[config.mk]
export PLATFORM = sky130hd
export DESIGN_NAME = uctl_fifo_rd_ctrl
export DESIGN_NICKNAME = d
export VERILOG_FILES = /design/src/rtl/uctl_fifo_rd_ctrl.sv
export SDC_FILE = /design/constraint.sdc
export NUM_CORES = 1
export LEC_CHECK = 0
export CAP_MARGIN = 10
export CORE_MARGIN = 2
export CORE_UTILIZATION = 40
export DETAILED_ROUTE_END_ITERATION = 6
export GPL_TIMING_DRIVEN = 0
export PLACE_DENSITY_LB_ADDON = 0.3
export SYNTH_ARGS = -nofsm -noshare
export SYNTH_HDL_FRONTEND = slang
export SYNTH_SLANG_ARGS = --single-unit
[constraint.sdc]
create_clock -name rclk -period 2.43 [get_ports rclk]
set_input_delay 0.486 -clock rclk [delete_from_list [all_inputs] [get_ports rclk]]
set_output_delay 0.486 -clock rclk [all_outputs]
set_load 0.01 [all_outputs]
[src/rtl/uctl_fifo_rd_ctrl.sv]
// Read-side controller of an async FIFO: Gray pointer/empty tracking plus a one-word registered output stage.
// Optional macro UCTL_RD_LEVEL_EN enables the registered rlevel occupancy count (tied to 0 otherwise).
module uctl_fifo_rd_ctrl #(
    parameter int unsigned FIFO_ADDRSIZE = 2,
    parameter int unsigned FIFO_DATAW    = 32
) (
    input  logic                     rclk,
    input  logic                     rrst,
    input  logic [FIFO_ADDRSIZE:0]   rq2_wptr,
    output logic [FIFO_ADDRSIZE:0]   rptr,
    output logic [FIFO_ADDRSIZE-1:0] raddr,
    output logic                     rd_en,
    input  logic [FIFO_DATAW-1:0]    rdata_ram,
    output logic [FIFO_DATAW-1:0]    m_data,
    output logic                     m_valid,
    input  logic                     m_ready,
    input  logic                     rflush,
    output logic                     rempty,
    output logic [FIFO_ADDRSIZE:0]   rlevel
);

    localparam int unsigned PW = FIFO_ADDRSIZE + 1;

    typedef enum logic [1:0] {
        IDLE  = 2'd0,
        FETCH = 2'd1,
        HOLD  = 2'd2
    } state_t;

    state_t        state;
    logic [PW-1:0] rbin;
    logic [PW-1:0] rbin_next;
    logic          pop;

    function automatic logic [PW-1:0] bin2gray(input logic [PW-1:0] b);
        return b ^ (b >> 1);
    endfunction

    function automatic logic [PW-1:0] gray2bin(input logic [PW-1:0] g);
        logic [PW-1:0] b;
        b = g;
        for (int i = 1; i < int'(PW); i++) begin
            b = b ^ (g >> i);
        end
        return b;
    endfunction

    // A new RAM read is issued only when the output register is free or being drained this cycle.
    assign pop       = m_valid && m_ready;
    assign rd_en     = !rrst && !rempty && !rflush &&
                       ((state == IDLE) || ((state == HOLD) && m_ready));
    assign rbin_next = rbin + PW'(rd_en);
    assign raddr     = rbin[FIFO_ADDRSIZE-1:0];

    always_ff @(posedge rclk) begin
        if (rrst) begin
            rbin    <= '0;
            rptr    <= '0;
            rempty  <= 1'b1;
            state   <= IDLE;
            m_valid <= 1'b0;
            m_data  <= '0;
        end else if (rflush) begin
            // Jump to the writer's position; any read still in flight is dropped.
            rbin    <= gray2bin(rq2_wptr);
            rptr    <= rq2_wptr;
            rempty  <= 1'b1;
            state   <= IDLE;
            m_valid <= 1'b0;
        end else begin
            rbin   <= rbin_next;
            rptr   <= bin2gray(rbin_next);
            rempty <= (bin2gray(rbin_next) == rq2_wptr);
            case (state)
                IDLE: begin
                    if (rd_en) begin
                        state <= FETCH;
                    end
                end
                FETCH: begin
                    state   <= HOLD;
                    m_valid <= 1'b1;
                    m_data  <= rdata_ram;
                end
                HOLD: begin
                    if (pop) begin
                        m_valid <= 1'b0;
                        state   <= rd_en ? FETCH : IDLE;
                    end
                end
                default: begin
                    state   <= IDLE;
                    m_valid <= 1'b0;
                end
            endcase
        end
    end

`ifdef UCTL_RD_LEVEL_EN
    // Unread RAM entries as seen after this cycle's read.
    always_ff @(posedge rclk) begin
        if (rrst || rflush) begin
            rlevel <= '0;
        end else begin
            rlevel <= gray2bin(rq2_wptr) - rbin_next;
        end
    end
`else
    assign rlevel = '0;
`endif

endmodule

==> key figures <==
Cells and area
  • Area Growth Syn to Fin: 55.8%
  • Share of cells above drive strength 1: 14.9%
  • Antenna Diode Count: 0
  • Design Area, Final: 2630 um^2
  • Fill cells: 365
  • Nets: 316
  • Multi-input gate area: 767 um^2
  • FF+latch area: 821 um^2
  • Util after Layout: 65.2%

Die
  • Die Span Y: 68.9 um
  • Row count: 23
  • Die Wd: 68.9 um
  • Core area: 4030 um^2
  • Initial core utilization: 41.9%
  • Die Footprint: 4750 um^2
  • I/O Pins: 82

Synthesis
  • Synth Instances: 189
  • Post-synth top area cell: dfxtp_1
  • Ranking of synthesized cells by area: dfxtp_1 49%, nand2_1 13%, a21oi_1 7.1%
  • Yosys warnings: 0
  • Register area share after synthesis: 48.7%
  • Syn Area/Cell: 8.92 um^2
  • Share of the synthesized area in the top cell type: 48.7%
  • Yosys cell types: 29
  • Synthesized area: 1690 um^2
  • Synthesis-stage register bit count: 41

Timing
  • RSZ-0062 raised after global routing: no
  • Fin crit period: 2270 ps
  • Slew Viols, Final: 0
  • Hold_ws: 447 ps
  • Final setup TNS: 0 ps
  • Fin. Hold Viols: 0
  • Fmax: 441 MHz
  • Final setup fails: 0
  • Final period utilization: 93.3%
  • Skew final: 1.98 ps
  • Max_slew headroom: 62.6%
  • Actual slew at the worst max-slew pin: 561 ps

Clocking
  • CTS tree: yes
  • H-tree depth: 2
  • Clk slew on worst S/H paths: 70 ps
  • Clock tree buffer depth: 2
  • CTS root buffer: clkbuf_8
  • CTS Buf Count: 5
  • CTS Sinks: 41
  • Skew-Pair Late Insertion Delay: 290 ps
  • Post-CTS setup buffer count: 0

Route
  • Final wirelength: 3770 um
  • Vias: 1,473
  • Final ANT Viol Nets: 0
  • Via-to-Cell Ratio: 4.53
  • Avg WL per Cell: 11.6 um
  • Post-route DRC violation count: 0
  • DRT iter0 DRCs: 48
  • Initial DRT Pass Iterations: 3

Flow run
  • # Max-Cap Violations: 0

GRT
  • Vias in the first global route: 1,288
  • First-pass GRT wire length: 5810 um
  • Initial antenna violation count: 0
  • Pin count of the biggest net entering global routing: 12
  • Grt ovf: 0
  • Total GRT Usage: 17.0%

Critical path
  • Setup crit end kind: flop
  • Crit path required time: 2640 ps
  • Crit path kind: primary input to flop
  • Critical path data arrival time: 2480 ps
  • Crit-path max FO: 4
  • CP startpoint kind: primary input

Power and ir drop
  • Leakage: 0.976 nW
  • VDD IR max: 0.337 mV
  • Cell area power density: 507 nW/um^2

Status
  • Status: complete, no violations

Placement
  • I/O Buffers: 77
  • Placed Area: 2530 um^2
  • GPL Wtd Cong: 0.728
  • Dpl hpwl: 2860 um

Worst hold path
  • Worst Hold Class: primary input to flop
[sequential cells by signal, summed over array words and instances, names as in the netlist]
signal,flops
m_valid,1
state,2
m_data,32
rbin,2
rempty,1
rptr,3
[repair_timing]
item | 4_1_cts | 5_1_grt
resized for setup | 2 | 2
hold buffers | 0 | 0
gates cloned | 0 | 0
pin swaps | 1 | 0
setup endpoints to repair | 3 | 2
hold endpoints to repair | 0 | 0
[logic make-up (layout without fill, tap and decap cells)]
group,Yosys count,count (layout),synth area share (%)
simple gates,78,78,20.0
buf+inv,16,100,6.97
fa+ha+maj,2,2,1.48
compound gates,40,40,15.0
flops,41,41,48.7
other cells,1,3,0.222
xor+xnor,8,8,5.86
mux,3,3,1.78
[final cells by class]
| cell class | instances | share of cell area [%] |
|---|---|---|
| plain buffers | 15 | 4.33 |
| clock buffers | 7 | 3.29 |
| inverters | 1 | 0.143 |
| multi-input cells | 134 | 29.2 |
| flip-flops and latches | 41 | 31.2 |
| well taps | 50 | 2.38 |
| repair buffers | 77 | 29.4 |
[stage by stage]
step                      total power, mW  cells  worst slack [ps]
after floorplan                     0.798    191              61.6
after global placement              0.906    318              -353
after detailed placement            0.907    318              -450
after CTS                            1.35    325              5.61
after global routing                 1.40    325              30.7
final                                1.33    325               162
[cell usage in the layout (no fill, tap or decap), types with 2 or more instances in the layout]
master	n
clkdlybuf4s50_1	76
conb_1	3
nand2_2	10
clkbuf_1	4
xnor2_1	2
a21oi_1	23
buf_2	4
buf_4	3
a21oi_2	11
xor2_1	4
nor2_1	6
buf_6	4
nand2_1	57
ha_1	2
dfxtp_1	41
clkbuf_8	6
mux2i_1	3
[critical path, cell delays in order]
cell and delay [ps]:
clkdlybuf4s50_1 460, nor2_4 160, nand2_1 90, a21oi_2 150, ha_1 200, ha_1 220, xnor3_1 360, xnor2_1 150
o31ai_1 210
[Yosys cell counts]
cell type   n
xor2_1      4
a21oi_2    10
conb_1      1
xnor2_1     2
clkbuf_1    3
o21ai_0     1
buf_8       1
mux2i_1     3
nand2b_1    1
buf_4       3
a211oi_1    1
nor3b_2     1
xor3_1      1
nand2_2    10
nand2_1    57
nor2_1      7
o31ai_1     1
ha_1        2
or3b_1      1
a21oi_1    24
o211a_1     1
xnor3_1     1
dfxtp_1    41
o21a_1      1
nand3b_1    1
buf_6       4
inv_1       1
buf_2       4
a21boi_0    1
[where the power goes]
part / total (mW) / leakage [nW] / internal, mW / switching (mW)
Sequential: 0.698 / 0.332 / 0.688 / 0.00932
Clock: 0.441 / 0.0443 / 0.225 / 0.216
Combinational: 0.194 / 0.599 / 0.119 / 0.0750
Total: 1.33 / 0.976 / 1.03 / 0.301
[metal layers]
layer	vias to the layer above	track usage, %	part of all wire [%]	routed length (um)
met1	636	19.0	43	1630
met5	-	0	0	0
met2	59	27.5	45	1700
li1	773	-	-	-
met3	5	8.60	11	407
met4	0	6.62	0.98	37
[path summary, 6_finish.rpt]
kind                                  from          to  slack, ps  depth (start not counted)
worst max-delay path                  rrst      rempty        160                          9
worst min-delay path                rflush     rbin[1]        450                          2
worst max register to register    state[0]      rempty        510                          8
worst min register to register  m_data[25]  m_data[25]        450                          2
Note: power is estimated with default switching activity, not from simulation.
